===== src/rtl/load_align_unit_if.sv =====
// Load-align bus bundle: request from the address stage, memory read port and writeback result.
// The unit itself connects through the slave modport; the surrounding pipeline/memory side uses master.
interface load_align_unit_if #(
  parameter int unsigned XLEN   = 32,
  parameter int unsigned ADDR_W = 32
);
  logic              req_valid;
  logic              req_ready;
  logic [3:0]        req_mem_rw;
  logic [ADDR_W-1:0] req_addr;

  logic              mem_req_valid;
  logic              mem_req_ready;
  logic [ADDR_W-1:0] mem_req_addr;
  logic              mem_rsp_valid;
  logic [XLEN-1:0]   mem_rsp_data;

  logic              ld_valid;
  logic              ld_ready;
  logic [XLEN-1:0]   ld_data;
  logic              ld_err;

  modport slave (
    input  req_valid, req_mem_rw, req_addr,
    input  mem_req_ready, mem_rsp_valid, mem_rsp_data,
    input  ld_ready,
    output req_ready, mem_req_valid, mem_req_addr,
    output ld_valid, ld_data, ld_err
  );

  modport master (
    output req_valid, req_mem_rw, req_addr,
    output mem_req_ready, mem_rsp_valid, mem_rsp_data,
    output ld_ready,
    input  req_ready, mem_req_valid, mem_req_addr,
    input  ld_valid, ld_data, ld_err
  );
endinterface


===== src/rtl/load_align_unit.sv =====
// Sequential load unit: fetches one or two memory words per load, extracts the addressed
// bytes, sign/zero-extends them and hands the result to writeback. One load in flight.
// Build option LOAD_MISALIGN_EN: when defined, misaligned loads are serviced (word-spanning
// ones with a second memory beat); when undefined they complete immediately with ld_err.
module load_align_unit #(
  parameter int unsigned XLEN   = 32,
  parameter int unsigned ADDR_W = 32
) (
  input  logic             clk,
  input  logic             rst_n,
  load_align_unit_if.slave bus
);

  localparam int unsigned NB    = XLEN / 8;
  localparam int unsigned OFF_W = $clog2(NB);
  localparam int unsigned SH_W  = 7;

  typedef enum logic [2:0] {
    IDLE  = 3'd0,
    REQ0  = 3'd1,
    WAIT0 = 3'd2,
    REQ1  = 3'd3,
    WAIT1 = 3'd4,
    OUT   = 3'd5
  } state_t;

  state_t           state;
  logic [3:0]       size_q;
  logic             sign_q;
  logic [OFF_W-1:0] off_q;
`ifdef LOAD_MISALIGN_EN
  logic             span_q;
  logic [XLEN-1:0]  beat0_q;
`endif

  logic [OFF_W-1:0] req_off_c;
  logic [3:0]       size_c;
  logic             sign_c;
  logic             legal_c;
  logic             reject_c;
`ifdef LOAD_MISALIGN_EN
  logic             span_c;
`else
  logic             misal_c;
`endif

  assign req_off_c = bus.req_addr[OFF_W-1:0];

  // Decode the incoming op into access size, signedness and legality.
  always_comb begin
    size_c  = 4'd1;
    sign_c  = 1'b0;
    legal_c = 1'b1;
    unique case (bus.req_mem_rw)
      4'd0:    begin size_c = 4'd4; sign_c = 1'b1; end
      4'd1:    begin size_c = 4'd2; sign_c = 1'b1; end
      4'd2:    begin size_c = 4'd1; sign_c = 1'b1; end
      4'd3:    begin size_c = 4'd2; sign_c = 1'b0; end
      4'd4:    begin size_c = 4'd1; sign_c = 1'b0; end
      4'd5:    begin size_c = 4'd4; sign_c = 1'b0; end
      4'd6:    begin size_c = 4'd8; sign_c = 1'b0; legal_c = (XLEN == 64); end
      default: begin legal_c = 1'b0; end
    endcase
  end

  // Alignment classification of the incoming request.
`ifdef LOAD_MISALIGN_EN
  always_comb begin
    span_c   = (5'(req_off_c) + 5'(size_c)) > 5'(NB);
    reject_c = !legal_c;
  end
`else
  always_comb begin
    misal_c  = |(4'(req_off_c) & (size_c - 4'd1));
    reject_c = !legal_c || misal_c;
  end
`endif

  logic [2*XLEN-1:0] cat_c;
  logic [XLEN-1:0]   raw_c;
  logic [XLEN-1:0]   mask_c;
  logic [XLEN-1:0]   msb_c;
  logic [XLEN-1:0]   ext_c;
  logic [SH_W-1:0]   shamt_c;
  logic              sgn_c;

  // Extraction: shift the beat pair down by the byte offset, keep S bytes, extend.
  always_comb begin
`ifdef LOAD_MISALIGN_EN
    cat_c = (state == WAIT1) ? {bus.mem_rsp_data, beat0_q} : {XLEN'(0), bus.mem_rsp_data};
`else
    cat_c = {XLEN'(0), bus.mem_rsp_data};
`endif
    raw_c   = XLEN'(cat_c >> {off_q, 3'b000});
    shamt_c = {size_q, 3'b000};
    mask_c  = (shamt_c >= SH_W'(XLEN)) ? '1 : ((XLEN'(1) << shamt_c) - XLEN'(1));
    msb_c   = XLEN'(1) << (shamt_c - SH_W'(1));
    sgn_c   = sign_q & (|(raw_c & msb_c));
    ext_c   = (raw_c & mask_c) | (sgn_c ? ~mask_c : '0);
  end

  // Control FSM with registered handshake and result outputs.
  always_ff @(posedge clk or negedge rst_n) begin
    if (!rst_n) begin
      state             <= IDLE;
      size_q            <= 4'd1;
      sign_q            <= 1'b0;
      off_q             <= '0;
`ifdef LOAD_MISALIGN_EN
      span_q            <= 1'b0;
      beat0_q           <= '0;
`endif
      bus.req_ready     <= 1'b0;
      bus.mem_req_valid <= 1'b0;
      bus.mem_req_addr  <= '0;
      bus.ld_valid      <= 1'b0;
      bus.ld_data       <= '0;
      bus.ld_err        <= 1'b0;
    end else begin
      unique case (state)
        IDLE: begin
          bus.req_ready <= 1'b1;
          if (bus.req_valid && bus.req_ready) begin
            bus.req_ready <= 1'b0;
            size_q        <= size_c;
            sign_q        <= sign_c;
            off_q         <= req_off_c;
`ifdef LOAD_MISALIGN_EN
            span_q        <= span_c;
`endif
            if (reject_c) begin
              bus.ld_valid <= 1'b1;
              bus.ld_err   <= 1'b1;
              bus.ld_data  <= '0;
              state        <= OUT;
            end else begin
              bus.mem_req_valid <= 1'b1;
              bus.mem_req_addr  <= {bus.req_addr[ADDR_W-1:OFF_W], OFF_W'(0)};
              state             <= REQ0;
            end
          end
        end
        REQ0: begin
          if (bus.mem_req_ready) begin
            bus.mem_req_valid <= 1'b0;
            state             <= WAIT0;
          end
        end
        WAIT0: begin
          if (bus.mem_rsp_valid) begin
`ifdef LOAD_MISALIGN_EN
            beat0_q <= bus.mem_rsp_data;
            if (span_q) begin
              bus.mem_req_valid <= 1'b1;
              bus.mem_req_addr  <= bus.mem_req_addr + ADDR_W'(NB);
              state             <= REQ1;
            end else begin
              bus.ld_valid <= 1'b1;
              bus.ld_err   <= 1'b0;
              bus.ld_data  <= ext_c;
              state        <= OUT;
            end
`else
            bus.ld_valid <= 1'b1;
            bus.ld_err   <= 1'b0;
            bus.ld_data  <= ext_c;
            state        <= OUT;
`endif
          end
        end
`ifdef LOAD_MISALIGN_EN
        REQ1: begin
          if (bus.mem_req_ready) begin
            bus.mem_req_valid <= 1'b0;
            state             <= WAIT1;
          end
        end
        WAIT1: begin
          if (bus.mem_rsp_valid) begin
            bus.ld_valid <= 1'b1;
            bus.ld_err   <= 1'b0;
            bus.ld_data  <= ext_c;
            state        <= OUT;
          end
        end
`endif
        OUT: begin
          if (bus.ld_ready) begin
            bus.ld_valid  <= 1'b0;
            bus.ld_err    <= 1'b0;
            bus.ld_data   <= '0;
            bus.req_ready <= 1'b1;
            state         <= IDLE;
          end
        end
        default: begin
          bus.req_ready     <= 1'b0;
          bus.mem_req_valid <= 1'b0;
          bus.ld_valid      <= 1'b0;
          state             <= IDLE;
        end
      endcase
    end
  end

endmodule


===== src/flat_wrapper.sv =====
// flat-port wrapper written by rule: the top's interface ports become plain ports
module load_align_unit_flat 
#(
  parameter int unsigned XLEN   = 32,
  parameter int unsigned ADDR_W = 32
)
  (clk, rst_n, bus_req_valid, bus_req_mem_rw, bus_req_addr, bus_mem_req_ready, bus_mem_rsp_valid, bus_mem_rsp_data, bus_ld_ready, bus_req_ready, bus_mem_req_valid, bus_mem_req_addr, bus_ld_valid, bus_ld_data, bus_ld_err);
  load_align_unit_if #(.XLEN(XLEN), .ADDR_W(ADDR_W)) bus_i ();
  input  logic clk;
  input  logic rst_n;
  input wire logic [$bits(bus_i.req_valid)-1:0] bus_req_valid;
  input wire logic [$bits(bus_i.req_mem_rw)-1:0] bus_req_mem_rw;
  input wire logic [$bits(bus_i.req_addr)-1:0] bus_req_addr;
  input wire logic [$bits(bus_i.mem_req_ready)-1:0] bus_mem_req_ready;
  input wire logic [$bits(bus_i.mem_rsp_valid)-1:0] bus_mem_rsp_valid;
  input wire logic [$bits(bus_i.mem_rsp_data)-1:0] bus_mem_rsp_data;
  input wire logic [$bits(bus_i.ld_ready)-1:0] bus_ld_ready;
  output wire logic [$bits(bus_i.req_ready)-1:0] bus_req_ready;
  output wire logic [$bits(bus_i.mem_req_valid)-1:0] bus_mem_req_valid;
  output wire logic [$bits(bus_i.mem_req_addr)-1:0] bus_mem_req_addr;
  output wire logic [$bits(bus_i.ld_valid)-1:0] bus_ld_valid;
  output wire logic [$bits(bus_i.ld_data)-1:0] bus_ld_data;
  output wire logic [$bits(bus_i.ld_err)-1:0] bus_ld_err;
  assign bus_i.req_valid = bus_req_valid;
  assign bus_i.req_mem_rw = bus_req_mem_rw;
  assign bus_i.req_addr = bus_req_addr;
  assign bus_i.mem_req_ready = bus_mem_req_ready;
  assign bus_i.mem_rsp_valid = bus_mem_rsp_valid;
  assign bus_i.mem_rsp_data = bus_mem_rsp_data;
  assign bus_i.ld_ready = bus_ld_ready;
  assign bus_req_ready = bus_i.req_ready;
  assign bus_mem_req_valid = bus_i.mem_req_valid;
  assign bus_mem_req_addr = bus_i.mem_req_addr;
  assign bus_ld_valid = bus_i.ld_valid;
  assign bus_ld_data = bus_i.ld_data;
  assign bus_ld_err = bus_i.ld_err;
  load_align_unit #(.XLEN(XLEN), .ADDR_W(ADDR_W)) u_core (.clk(clk), .rst_n(rst_n), .bus(bus_i));
endmodule

===== config.mk =====
export PLATFORM = sky130hd
export DESIGN_NAME = load_align_unit_flat
export DESIGN_NICKNAME = d
export VERILOG_FILES = /design/src/rtl/load_align_unit_if.sv /design/src/rtl/load_align_unit.sv /design/src/flat_wrapper.sv
export SDC_FILE = /design/constraint.sdc
export NUM_CORES = 1
export LEC_CHECK = 0
export CAP_MARGIN = 15
export CORE_MARGIN = 4
export CORE_UTILIZATION = 40
export CTS_CLUSTER_SIZE = 14
export DETAILED_ROUTE_END_ITERATION = 6
export PLACE_DENSITY = 0.76
export SYNTH_ARGS = -nofsm -noshare
export SYNTH_HDL_FRONTEND = slang
export SYNTH_SLANG_ARGS = --single-unit

===== constraint.sdc =====
create_clock -name clk -period 2.42 [get_ports clk]
set_input_delay 0.484 -clock clk [delete_from_list [all_inputs] [get_ports clk]]
set_output_delay 0.484 -clock clk [all_outputs]
set_load 0.03 [all_outputs]

==> summary.md <==
| Metric | Value |
|---|---|
| Status | `finished clean` |
| Area of the core | `approximately 0.0093 mm^2` |
| Crit path max-delay cell type | `dfstp_2` |
| PD cells | `around 1300 mW/mm^2` |
| Critical path's largest stage delay | `0.54 ns` |
| Clk sinks | `76` |
| Placed cell count | `597` |
| Skew final | `about 0.013 ns` |
| WP data required | `roughly 2.7 ns` |
| Gr busiest metal | `met2` |
| Total number of vias | `~3,300` |
| Synth async-reset ratio | `1.000` |
| DIE AREA | `about 0.011 mm^2` |
| Fmax | `442.4 MHz` |
| CP arrival | `between 2 and 3 ns` |
| Avg Vias per Cell | `~5.3` |
| Synth cell types | `58` |
| All-Layer GR Usage | `0.1942` |
| Setup violators final | `0` |
| Multi-input gate area | `0.001808 mm^2` |
| Number of synthesized flops with an enable pin | `0` |
| Synth top cells by count | `dfrtp_1, nand2_1, mux2_1` |
| Synthesized instance count | `321` |
| First-pass iteration count of the detailed router | `4` |
| Min cycle time layout | `roughly 2.3 ns` |
| Fin worst setup slack | `~0.16 ns` |
| GPL Wtd Cong | `approximately 0.87` |
| Mapped cell area | `roughly 0.0038 mm^2` |
| Post-synth top area share | `0.4920` |
| Post-synth top area cell | `dfrtp_1` |
| Initial Util | `0.4109` |
| DP Worst Slack | `-0.03225 ns` |
| Maximum buffer depth of the clock tree | `2` |
| FF+latch area | `~0.0019 mm^2` |
| Max FO, Critical Path | `7` |
| Grt ovf | `0` |
| Grt met2 use | `0.3060` |
| Count of hold-fix buffers inserted at cts | `0` |
| Finished Layout Cells | `~610` |
| Worst-path clk slew | `approximately 0.08 ns` |
| Synth top area cells | `dfrtp_1, mux2_1, a221o_1, nand2_1, mux2i_1` |
| Worst vdd ir | `approximately 0.00071 V` |
| # DRC | `0` |
| Root buffer cell | `clkbuf_8` |
| Top Ports | `roughly 140` |
| Slew @ Worst Pin | `~0.53 ns` |
| First-pass GRT wire length | `17,560 um` |
| RSZ-0062 raised after global routing | `false` |
| Cells along the critical path | `inv_2 -> ha_4 -> or3b_1 -> a21oi_2 -> o2111ai_4 -> nor4b_4 -> buf_4 -> a221o_1` |
| I/O Buffers | `139` |
| Post-CTS Setup Bufs | `0` |
| Layout cells sized above 1 | `0.1405` |
| Total wire length | `approximately 11,000 um` |
| WS Path Type | `reg -> reg` |
| Antenna viol nets, final | `0` |
| Fillers | `~750` |
| Synthesized flop and latch total | `between 70 and 80` |
| DP HPWL | `just over 8000 um` |
| Mapped Avg Cell Area | `roughly 12 um^2` |
| Leak Pwr | `0.002455 uW` |
| Horiz. Die Dim | `approximately 110 um` |
| Nets | `around 560` |
| Initial DRC count | `roughly 130` |
| Pins Over Slew Limit | `0` |
| Die Height | `~110 um` |
| Hold Crit Class | `in -> async` |
| CTS H-tree depth | `3` |
| Synth warn | `0` |
| Pin count of the biggest net entering global routing | `between 40 and 50` |
| Vias in the first global route | `between 3,000 and 4,000` |
| Worst setup EP type | `register` |
| Initial antenna violation count | `0` |
| Fin. Hold Viols | `0` |
| Critical Path Start Type | `register` |
| Clk_lat worst skew | `approximately 0.34 ns` |
| Average wire per standard cell | `approximately 17 um` |
| Met1 global-route usage | `0.2492` |
| CTS tree | `done` |
| Final period utilization | `0.9340` |
| Top_reg_cell synth | `dfrtp_1` |
| Sequential area share after synthesis | `0.4989` |
| Num rows | `35` |
| Post-Layout Inst Area | `roughly 0.0057 mm^2` |
| Dpl cell area | `0.005504 mm^2` |
| Most common cell in the netlist | `dfrtp_1` |
| Grt met3 use | `0.08083` |
| Num CTS Buffers | `9` |
| N_diodes | `0` |
| Area Growth Syn to Fin | `49.69%` |
| Slew headroom | `0.6367` |
| MaxCap Viol Count | `0` |
-- repair_timing --
item                                   in CTS  in global routing
setup endpoints to repair                   0                 19
endpoints found under the hold margin       0                  0
resized for setup                           0                  2
-- metal layers --
metal / vias to the layer above / part of all wire
met5: - / 0
met4: 0 / 0.0041
met3: 7 / 0.11
met2: 153 / 0.46
met1: 1581 / 0.43
li1: 1520 / -
-- critical path, delay by kind of cell (launching register included) --
kind	cells	cell delay (ns)
AND/OR/NAND/NOR	2	0.65
flip-flops	1	0.54
AO/OA/AOI/OAI	3	0.52
buffers and inverters	2	0.24
adder cells (fa/ha/maj)	1	0.24
-- stage by stage --
| stage | hold slack, ns | util | power (uW) | TNS [ns] |
|---|---|---|---|---|
| 2_1_floorplan | 0.1884 | - | 4865 | 0 |
| 3_3_place_gp | 0.4623 | 0.5929 | 6482 | 0 |
| 3_5_place_dp | 0.4620 | 0.5929 | 6586 | -0.3946 |
| 4_1_cts | 0.09389 | 0.6137 | 7593 | 0 |
| 5_1_grt | 0.1017 | 0.6151 | 8019 | 0 |
| 6_report | 0.09193 | 0.6151 | 7542 | 0 |
-- placed cells by master, fill, tap and decap left out, types with 5 or more instances in the layout --
cell,netlist,routed
mux2_2,7,7
clkdlybuf4s50_1,0,138
buf_4,4,24
a211o_1,8,8
a21oi_1,7,7
mux2_1,29,29
nor2_1,15,15
a221o_1,23,23
clkbuf_8,0,10
nand2_1,31,31
inv_1,6,5
nor2b_1,10,10
a32o_1,7,7
nor3_1,6,6
dfrtp_1,75,75
mux2i_1,11,11
o21ai_0,12,12
-- power breakdown --
part	internal [uW]	leakage, uW	switching, uW
registers	1820	0.000982	413
clock network	505	0.000100	464
logic	1930	0.00137	2410
-- worst paths after layout --
kind / startpoint / end / slack, ns / cells after the start
hold reg to reg: u_core.bus.mem_req_addr[17] / u_core.bus.mem_req_addr[17] / 0.49 / 1
max in group asynchronous: rst_n / u_core.bus.mem_req_addr[29] / 1.76 / 2
setup reg to reg: u_core.size_q[0] / u_core.bus.ld_data[13] / 0.16 / 8
setup / recovery: u_core.size_q[0] / u_core.bus.ld_data[13] / 0.16 / 8
min in group clk: u_core.bus.mem_req_addr[17] / u_core.bus.mem_req_addr[17] / 0.49 / 1
hold / removal: rst_n / u_core.bus.ld_data[0] / 0.09 / 1
-- sequential cells by signal, summed over array words and instances (netlist names) --
name                      flops
u_core.bus.ld_data           32
u_core.bus.mem_req_addr      30
u_core.size_q                 4
u_core.state                  3
u_core.off_q                  2
u_core.bus.ld_err             1
u_core.bus.ld_valid           1
u_core.bus.mem_req_valid      1
u_core.bus.req_ready          1
u_core.sign_q                 1
-- logic make-up after synthesis --
| group | after synthesis | synth area share |
|---|---|---|
| AOI/OAI and AO/OA | 80 | 0.1807 |
| xor gates and xnor gates | 3 | 0.006889 |
| other | 1 | 0.0009830 |
| adders and majority gates | 2 | 0.006558 |
| muxes | 50 | 0.1463 |
| and+or+nand+nor | 84 | 0.1263 |
| buffers and inverters | 25 | 0.03345 |
| DFF | 76 | 0.4989 |
-- final cells by class --
class / instances / share of cell area
inverter: 6 / 0.003944
clock inverter: 4 / 0.008545
timing repair buffer: 165 / 0.2840
multi-input combinational: 221 / 0.3166
clock buffer: 12 / 0.02542
tap: 129 / 0.02826
sequential: 76 / 0.3333
Note: power is estimated with default switching activity, not from simulation.
